$ cat src/rtl/intra_ang_pos_gen_if.sv
// Descriptor and line-output bundle for intra_ang_pos_gen.
//   start_*      : block descriptor handshake (angle, size code, direction)
//   out_*        : per-line reference offset / fractional weight stream
//   inv_angle    : inverse angle of the accepted block (0 for angle >= 0)
// slave  modport : the generator side
// master modport : the upstream/downstream environment side
interface intra_ang_pos_gen_if;
    logic        start_valid;
    logic        start_ready;
    logic [6:0]  angle;
    logic [1:0]  log2_size_m2;
    logic        is_hor;
    logic        out_valid;
    logic        out_ready;
    logic [4:0]  out_line;
    logic [6:0]  out_idx;
    logic [4:0]  out_fact;
    logic        out_last;
    logic        out_is_hor;
    logic [12:0] inv_angle;

    modport slave (
        input  start_valid, angle, log2_size_m2, is_hor, out_ready,
        output start_ready, out_valid, out_line, out_idx, out_fact,
               out_last, out_is_hor, inv_angle
    );

    modport master (
        output start_valid, angle, log2_size_m2, is_hor, out_ready,
        input  start_ready, out_valid, out_line, out_idx, out_fact,
               out_last, out_is_hor, inv_angle
    );
endinterface

$ cat src/rtl/intra_ang_pos_gen.sv
// Per-line reference-position generator for HEVC intra angular prediction.
// Accepts one block descriptor (angle, size, direction) and streams one line
// per cycle: idx = ((y+1)*angle) >>> 5, fact = ((y+1)*angle) & 31, computed
// by accumulating the angle rather than multiplying.
// Ports:
//   clk    : clock, rising edge
//   rst_n  : synchronous active-low reset
//   bus    : descriptor/line interface (slave side), see intra_ang_pos_gen_if
module intra_ang_pos_gen (
    input  logic                clk,
    input  logic                rst_n,
    intra_ang_pos_gen_if.slave  bus
);

    localparam int unsigned ANG_W  = 7;
    localparam int unsigned POS_W  = 12;
    localparam int unsigned LINE_W = 5;
    localparam int unsigned INV_W  = 13;

    typedef enum logic {
        IDLE = 1'b0,
        RUN  = 1'b1
    } state_e;

    state_e             state_q,     state_d;
    logic [ANG_W-1:0]   angle_q,     angle_d;
    logic [LINE_W-1:0]  n_m1_q,      n_m1_d;
    logic [LINE_W-1:0]  line_q,      line_d;
    logic [POS_W-1:0]   pos_q,       pos_d;
    logic               out_valid_q, out_valid_d;
    logic               out_last_q,  out_last_d;
    logic               is_hor_q,    is_hor_d;
    logic [INV_W-1:0]   inv_angle_q, inv_angle_d;

    logic [INV_W-1:0]   inv_lut_c;
    logic [LINE_W-1:0]  n_m1_c;
    logic [LINE_W-1:0]  line_inc_c;

    // Inverse-angle table, indexed by the raw two's-complement angle code
    always_comb begin
        inv_lut_c = '0;
        case (bus.angle)
            7'h60:   inv_lut_c = INV_W'(-256);   // -32
            7'h66:   inv_lut_c = INV_W'(-315);   // -26
            7'h6B:   inv_lut_c = INV_W'(-390);   // -21
            7'h6F:   inv_lut_c = INV_W'(-482);   // -17
            7'h73:   inv_lut_c = INV_W'(-630);   // -13
            7'h77:   inv_lut_c = INV_W'(-910);   // -9
            7'h7B:   inv_lut_c = INV_W'(-1638);  // -5
            7'h7E:   inv_lut_c = INV_W'(-4096);  // -2
            default: inv_lut_c = '0;
        endcase
    end

    // Last line index for the requested block size
    always_comb begin
        case (bus.log2_size_m2)
            2'd0:    n_m1_c = LINE_W'(3);
            2'd1:    n_m1_c = LINE_W'(7);
            2'd2:    n_m1_c = LINE_W'(15);
            default: n_m1_c = LINE_W'(31);
        endcase
    end

    assign line_inc_c = line_q + LINE_W'(1);

    // Next-state and datapath update
    always_comb begin
        state_d     = state_q;
        angle_d     = angle_q;
        n_m1_d      = n_m1_q;
        line_d      = line_q;
        pos_d       = pos_q;
        out_valid_d = out_valid_q;
        out_last_d  = out_last_q;
        is_hor_d    = is_hor_q;
        inv_angle_d = inv_angle_q;

        case (state_q)
            IDLE: begin
                if (bus.start_valid) begin
                    state_d     = RUN;
                    angle_d     = bus.angle;
                    n_m1_d      = n_m1_c;
                    is_hor_d    = bus.is_hor;
                    pos_d       = {{(POS_W-ANG_W){bus.angle[ANG_W-1]}}, bus.angle};
                    line_d      = '0;
                    out_valid_d = 1'b1;
                    out_last_d  = 1'b0;   // smallest block has 4 lines
                    inv_angle_d = inv_lut_c;
                end
            end
            RUN: begin
                // out_valid is always high in RUN, so out_ready alone completes a line
                if (bus.out_ready) begin
                    if (line_q == n_m1_q) begin
                        state_d     = IDLE;
                        out_valid_d = 1'b0;
                    end else begin
                        line_d     = line_inc_c;
                        pos_d      = pos_q + {{(POS_W-ANG_W){angle_q[ANG_W-1]}}, angle_q};
                        out_last_d = (line_inc_c == n_m1_q);
                    end
                end
            end
            default: state_d = IDLE;
        endcase
    end

    // State register with synchronous reset
    always_ff @(posedge clk) begin
        if (!rst_n) begin
            state_q     <= IDLE;
            angle_q     <= '0;
            n_m1_q      <= '0;
            line_q      <= '0;
            pos_q       <= '0;
            out_valid_q <= 1'b0;
            out_last_q  <= 1'b0;
            is_hor_q    <= 1'b0;
            inv_angle_q <= '0;
        end else begin
            state_q     <= state_d;
            angle_q     <= angle_d;
            n_m1_q      <= n_m1_d;
            line_q      <= line_d;
            pos_q       <= pos_d;
            out_valid_q <= out_valid_d;
            out_last_q  <= out_last_d;
            is_hor_q    <= is_hor_d;
            inv_angle_q <= inv_angle_d;
        end
    end

    assign bus.start_ready = (state_q == IDLE);
    assign bus.out_valid   = out_valid_q;
    assign bus.out_line    = line_q;
    assign bus.out_idx     = pos_q[11:5];
    assign bus.out_fact    = pos_q[4:0];
    assign bus.out_last    = out_last_q;
    assign bus.out_is_hor  = is_hor_q;
    assign bus.inv_angle   = inv_angle_q;

endmodule

$ cat src/flat_wrapper.sv
// flat-port wrapper written by rule: the top's interface ports become plain ports
module intra_ang_pos_gen_flat 
  (clk, rst_n, bus_start_valid, bus_angle, bus_log2_size_m2, bus_is_hor, bus_out_ready, bus_start_ready, bus_out_valid, bus_out_line, bus_out_idx, bus_out_fact, bus_out_last, bus_out_is_hor, bus_inv_angle);
  intra_ang_pos_gen_if bus_i ();
  input  logic clk;
  input  logic rst_n;
  input wire logic [$bits(bus_i.start_valid)-1:0] bus_start_valid;
  input wire logic [$bits(bus_i.angle)-1:0] bus_angle;
  input wire logic [$bits(bus_i.log2_size_m2)-1:0] bus_log2_size_m2;
  input wire logic [$bits(bus_i.is_hor)-1:0] bus_is_hor;
  input wire logic [$bits(bus_i.out_ready)-1:0] bus_out_ready;
  output wire logic [$bits(bus_i.start_ready)-1:0] bus_start_ready;
  output wire logic [$bits(bus_i.out_valid)-1:0] bus_out_valid;
  output wire logic [$bits(bus_i.out_line)-1:0] bus_out_line;
  output wire logic [$bits(bus_i.out_idx)-1:0] bus_out_idx;
  output wire logic [$bits(bus_i.out_fact)-1:0] bus_out_fact;
  output wire logic [$bits(bus_i.out_last)-1:0] bus_out_last;
  output wire logic [$bits(bus_i.out_is_hor)-1:0] bus_out_is_hor;
  output wire logic [$bits(bus_i.inv_angle)-1:0] bus_inv_angle;
  assign bus_i.start_valid = bus_start_valid;
  assign bus_i.angle = bus_angle;
  assign bus_i.log2_size_m2 = bus_log2_size_m2;
  assign bus_i.is_hor = bus_is_hor;
  assign bus_i.out_ready = bus_out_ready;
  assign bus_start_ready = bus_i.start_ready;
  assign bus_out_valid = bus_i.out_valid;
  assign bus_out_line = bus_i.out_line;
  assign bus_out_idx = bus_i.out_idx;
  assign bus_out_fact = bus_i.out_fact;
  assign bus_out_last = bus_i.out_last;
  assign bus_out_is_hor = bus_i.out_is_hor;
  assign bus_inv_angle = bus_i.inv_angle;
  intra_ang_pos_gen u_core (.clk(clk), .rst_n(rst_n), .bus(bus_i));
endmodule
$ cat config.mk
export PLATFORM = sky130hd
export DESIGN_NAME = intra_ang_pos_gen_flat
export DESIGN_NICKNAME = d
export VERILOG_FILES = /design/src/rtl/intra_ang_pos_gen_if.sv /design/src/rtl/intra_ang_pos_gen.sv /design/src/flat_wrapper.sv
export SDC_FILE = /design/constraint.sdc
export NUM_CORES = 1
export LEC_CHECK = 0
export ABC_AREA = 0
export BUFFER_PORTS_ARGS = -buffer_cell sky130_fd_sc_hd__buf_4
export CAP_MARGIN = 0
export CORE_ASPECT_RATIO = 1.4
export CORE_MARGIN = 3
export CORE_UTILIZATION = 45
export CTS_CLUSTER_SIZE = 16
export DETAILED_ROUTE_END_ITERATION = 8
export PLACE_DENSITY_LB_ADDON = 0.25
export SLEW_MARGIN = 5
export SYNTH_ARGS = -nofsm -noshare
export SYNTH_HDL_FRONTEND = slang
export SYNTH_SLANG_ARGS = --single-unit
$ cat constraint.sdc
create_clock -name clk -period 2.8 [get_ports clk]
set_clock_uncertainty 0.1 [all_clocks]
set_input_delay 0.42 -clock clk [delete_from_list [all_inputs] [get_ports clk]]
set_output_delay 0.42 -clock clk [all_outputs]
set_load 0.005 [all_outputs]
# Word level (Yosys, flattened, before mapping)
# Index checks and enable logic that the tools add are counted.
dict set report word_totals {
  reg_bits 46
  output_inout_bits 34
  wordCells 54
}
dict set report classes {
  addsub 2
  eq_ne 16
  mux 22
  bitwise_logic 1
  reduce_logical 4
}
# cell n
set ops {}
lappend ops {{$pmux 13 s8} 1}
lappend ops {{$eq 7x7->1 const B} 8}
lappend ops {{$mux 12} 3}
lappend ops {{$pmux 12 s2} 1}
lappend ops {{$mux 5} 3}
lappend ops {{$pmux 5 s3} 1}
lappend ops {{$add 12x12->12} 1}
lappend ops {{$eq 5x5->1} 2}
lappend ops {{$pmux 5 s2} 1}
lappend ops {{$mux 1} 9}
lappend ops {{$ne 2x2->1 const B} 4}
lappend ops {{$pmux 1 s2} 3}
lappend ops {{$reduce_and 3->1} 2}
lappend ops {{$add 5x1->5 const B} 1}
lappend ops {{$eq 2x1->1 const B} 1}
lappend ops {{$eq 2x2->1 const B} 1}
lappend ops {{$logic_not 2->1} 1}
lappend ops {{$reduce_and 2->1} 1}
lappend ops {{$not 1->1} 1}

# Longest topological paths before layout
dict set report logic_depth {
  depth_word 5
  depth_mapped 9
  mapped_depth_nobuf 9
}

# Worst setup path after synthesis
# OpenSTA, ideal clock, no wires.
dict set report synth_timing {
  path_type {reg2reg}
  start {reg u_core.angle_q[6]}
  end {reg u_core.pos_q[11]}
  setup_time_ps 121
  t_arrival_ps 1882
  required_time_ps 2579
  path_slack_ps 697
  path_stages_with_launch 8
  n_path_buf 0
  path_cell_list {dfxtp_1 > ha_1 > a211oi_1 > o21ai_0 > a221oi_1 > nand3_1 > o21ai_0 > a21boi_2}
}
dict set report synth_between {
  elab_chain_cells 4
}
# item line_no
set synth_rtl {}
lappend synth_rtl {{start, declared} intra_ang_pos_gen.sv:26} ;# logic [ANG_W-1:0] angle_q, angle_d;
lappend synth_rtl {{start signal, assigned} intra_ang_pos_gen.sv:124} ;# angle_q <= angle_d;
lappend synth_rtl {{$add 12x12->12} intra_ang_pos_gen.sv:101} ;# pos_d = pos_q + {{(POS_W-ANG_W){angle_q[ANG_W-1]}}, angle_q};
lappend synth_rtl {{$mux 12} intra_ang_pos_gen.sv:96} ;# if (line_q == n_m1_q) begin
lappend synth_rtl {{$mux 12} intra_ang_pos_gen.sv:95} ;# if (bus.out_ready) begin
lappend synth_rtl {{$pmux 12 s2} intra_ang_pos_gen.sv:79} ;# case (state_q)
lappend synth_rtl {{end signal, assigned} intra_ang_pos_gen.sv:127} ;# pos_q <= pos_d;
lappend synth_rtl {{end, declared} intra_ang_pos_gen.sv:29} ;# logic [POS_W-1:0] pos_q, pos_d;
# Every way passes these cells. The select of a mux whose other input is x is not followed.
# A chain may end at the register's enable or synchronous reset.

# Worst setup path after layout
# Ends and elaborated chain as after synthesis.

==> impl_results.md <==
* Number of global-route vias before repair at 2318
* Final TNS setup at 0 ns
* CP max stage delay at 0.51 ns
* Most frequent cell on the critical path: o21ai_0
* CP Launch Type: flip-flop
* Max Cap Violations at 0
* CTS buffer count at 5
* FFs w/ async S/R, synth at 0%
* DP Wirelength at 4.71 mm
* Post-synth EDFFs at 0
* Die ar. at 0.00662 mm2
* Tot GR Track Use at 19.9%
* Hold depth at 2
* Cells resized by post-CTS repair at 0
* Htree depth at 2
* Leakage at 0.00123 uW
* I/O Buffers at 47
* Syn Area/Cell at 7.92 um2
* Hold Path Class: in -> reg
* Starting DRT DRC Count at 126
* Slew Limit Fails at 0
* Remaining global-route overflow at 0
* Core Area at 0.00531 mm2
* Critical path endpoint category: flip-flop
* Final Wtd Congestion at 0.859
* Yosys reg bits at 45
* RSZ-0062 raised after global routing: no
* CP delay by family, top: compound AO/OA/AOI/OAI gates
* FMAX at 421 MHz
* IR drop worst, VDD at 0.000292 V
* Register area share after synthesis at 35.3%
* Commonest non-fill, non-tap cell in the layout: buf_4
* Routed WL per cell at 14.7 um
* RR Endpoint: u_core.pos_q[11]
* Worst Path Arrival at 2.47 ns
* CP Max Fanout at 9
* Synth Warn # at 0
* DRC viols at 0
* DR vias/cell at 5.59
* Relative slew slack at 47.8%
* Clk slew on worst S/H paths at 0.09 ns
* Clk root buf: clkbuf_8
* Ant. Diodes at 0
* Cell depth of the worst setup path at 7
* Via count at 2414
* First-pass GRT wire length at 10.6 mm
* Most frequent cells in the layout: buf_4 (52), nand2_1 (47), dfxtp_1 (45)
* Setup violators final at 0
* Layout cells sized above 1 at 18.6%
* Post-CTS Setup Bufs at 0
* DRT Wirelength at 6.34 mm
* Initial Util at 48.0%
* Critical path buffers and inverters at 0
* Tmin final at 2.37 ns
* Least-Margin Pin Slew at 0.783 ns
* Worst R2R Start: u_core.angle_q[6]
* Fin util at 57.2%
* CP required at 2.89 ns
* Antenna violations before repair at 0
* Antenna viol nets, final at 0
* Largest net degree at the start of global routing at 25
* TritonCTS clock tree: yes
* Sink Count at 45
* Worst hold path startpoint: bus_out_ready
* Worst Hold Endpoint: u_core.bus.out_valid
* Clock Path Buffers at 2
* Die Ht at 95.0 um
* Syn_nets at 349
* Final cycle utilization of the critical path at 84.7%
* FF-to-FF setup slack at 0.43 ns
* Area grow syn2layout at 19.2%
* Clock Latency Late Sink at 0.30 ns
* Power Density at 471 mW/mm2
* R2R cell count at 7
* Nets at 392
* Die W at 69.6 um
* Crit-path cells: ha_1 > a211oi_1 > o21ai_0 > a221oi_1 > nand3_1 > o21ai_0 > a21boi_2
* Mapped Area at 0.00255 mm2
* Most used flip-flop cell after synthesis: dfxtp_1
* CP max-delay cell: dfxtp_1
* CTS Hold Bufs at 0
* Fin. Hold Viols at 0
* I/O pins at 48
* Cell count after synthesis at 322
* Number of library cell types mapped by synthesis at 47
* Status: complete, no violations
* Core Rows at 31
* DR pass1 iterations at 4
* Crit Path Category: reg -> reg
[worst max path at each step]
stage / start / slack, ns / endpoint
after floorplan: u_core.angle_q[6] / 0.70 / u_core.pos_q[11]
after CTS: u_core.angle_q[6] / 0.45 / u_core.pos_q[11]
after global routing: u_core.angle_q[6] / 0.25 / u_core.pos_q[11]
after detailed placement: u_core.angle_q[6] / 0.45 / u_core.pos_q[11]
final: u_core.angle_q[6] / 0.43 / u_core.pos_q[11]
after global placement: u_core.angle_q[6] / 0.53 / u_core.pos_q[11]
[stage by stage]
| stage | setup slack [ns] | total power, uW | hold WS (ns) | std cells | cell area, um2 |
|---|---|---|---|---|---|
| after global routing | 0.250 | 1510 | 0.231 | 432 | 3040 |
| final | 0.427 | 1430 | 0.242 | 432 | 3040 |
| after floorplan | 0.697 | 932 | 0.339 | 322 | 2550 |
| after global placement | 0.532 | 1040 | 0.336 | 424 | 2950 |
| after CTS | 0.450 | 1440 | 0.220 | 432 | 3040 |
| after detailed placement | 0.448 | 1040 | 0.345 | 424 | 2950 |
[state kept, by name, indices dropped and copies added (netlist names)]
register	cells
u_core.angle_q	7
u_core.bus.inv_angle	13
u_core.bus.out_is_hor	1
u_core.bus.out_last	1
u_core.bus.out_line	5
u_core.bus.out_valid	1
u_core.n_m1_q	4
u_core.pos_q	12
u_core.state_q	1
[cell type report]
class	instances	area, um2
fillers	499	2280
multi-input cells	255	1560
flip-flops and latches	45	901
repair buffers	52	390
well taps	66	82.6
clock buffers	5	68.8
inverters	6	22.5
clock inverters	3	17.5
[worst reg2reg max path, cell delays in order, from the launching register on]
cell	delay, ns
dfxtp_1	0.51
ha_1	0.35
a211oi_1	0.38
o21ai_0	0.20
a221oi_1	0.29
nand3_1	0.15
o21ai_0	0.23
a21boi_2	0.08
[cell usage after synthesis, types with 4 or more instances]
library cell  number  area (um2)
a211oi_1           9        67.6
a21oi_1           26         130
clkbuf_1          13        48.8
dfxtp_1           45         901
ha_1              12         150
inv_1              4        15.0
mux2i_1            4        40.0
nand2_1           47         176
nand3_1           12        60.1
nor2_1            31         116
nor2b_1            7        43.8
nor3_1            16        80.1
o211ai_1           4        30.0
o21a_1             5        37.5
o21ai_0           28         140
xnor2_1            7        61.3
xor2_1            11        96.3
[cells by family (layout without fill, tap and decap cells)]
kind of cell               after synthesis  after routing  synth area share, %
and+or+nand+nor                        126            126                 22.5
DFF                                     45             45                 35.3
AOI/OAI and AO/OA                       93             93                 23.6
xor gates and xnor gates                18             18                 6.19
adders and majority gates               13             13                 6.68
buffers and inverters                   22             66                 3.63
muxes                                    5              5                 2.01
[layer usage]
metal,vias up,track usage [%],share of wire [%]
met3,12,3.48,5.0
met1,1100,22.9,43
met4,0,8.79,2.4
met5,-,0,0
met2,67,36.1,49
li1,1235,-,-
[power breakdown]
group | total, uW | switching [uW] | internal, uW
clock network | 403 | 230 | 173
logic | 320 | 179 | 141
registers | 709 | 33.6 | 675
Power figures use the tool's default switching activity.
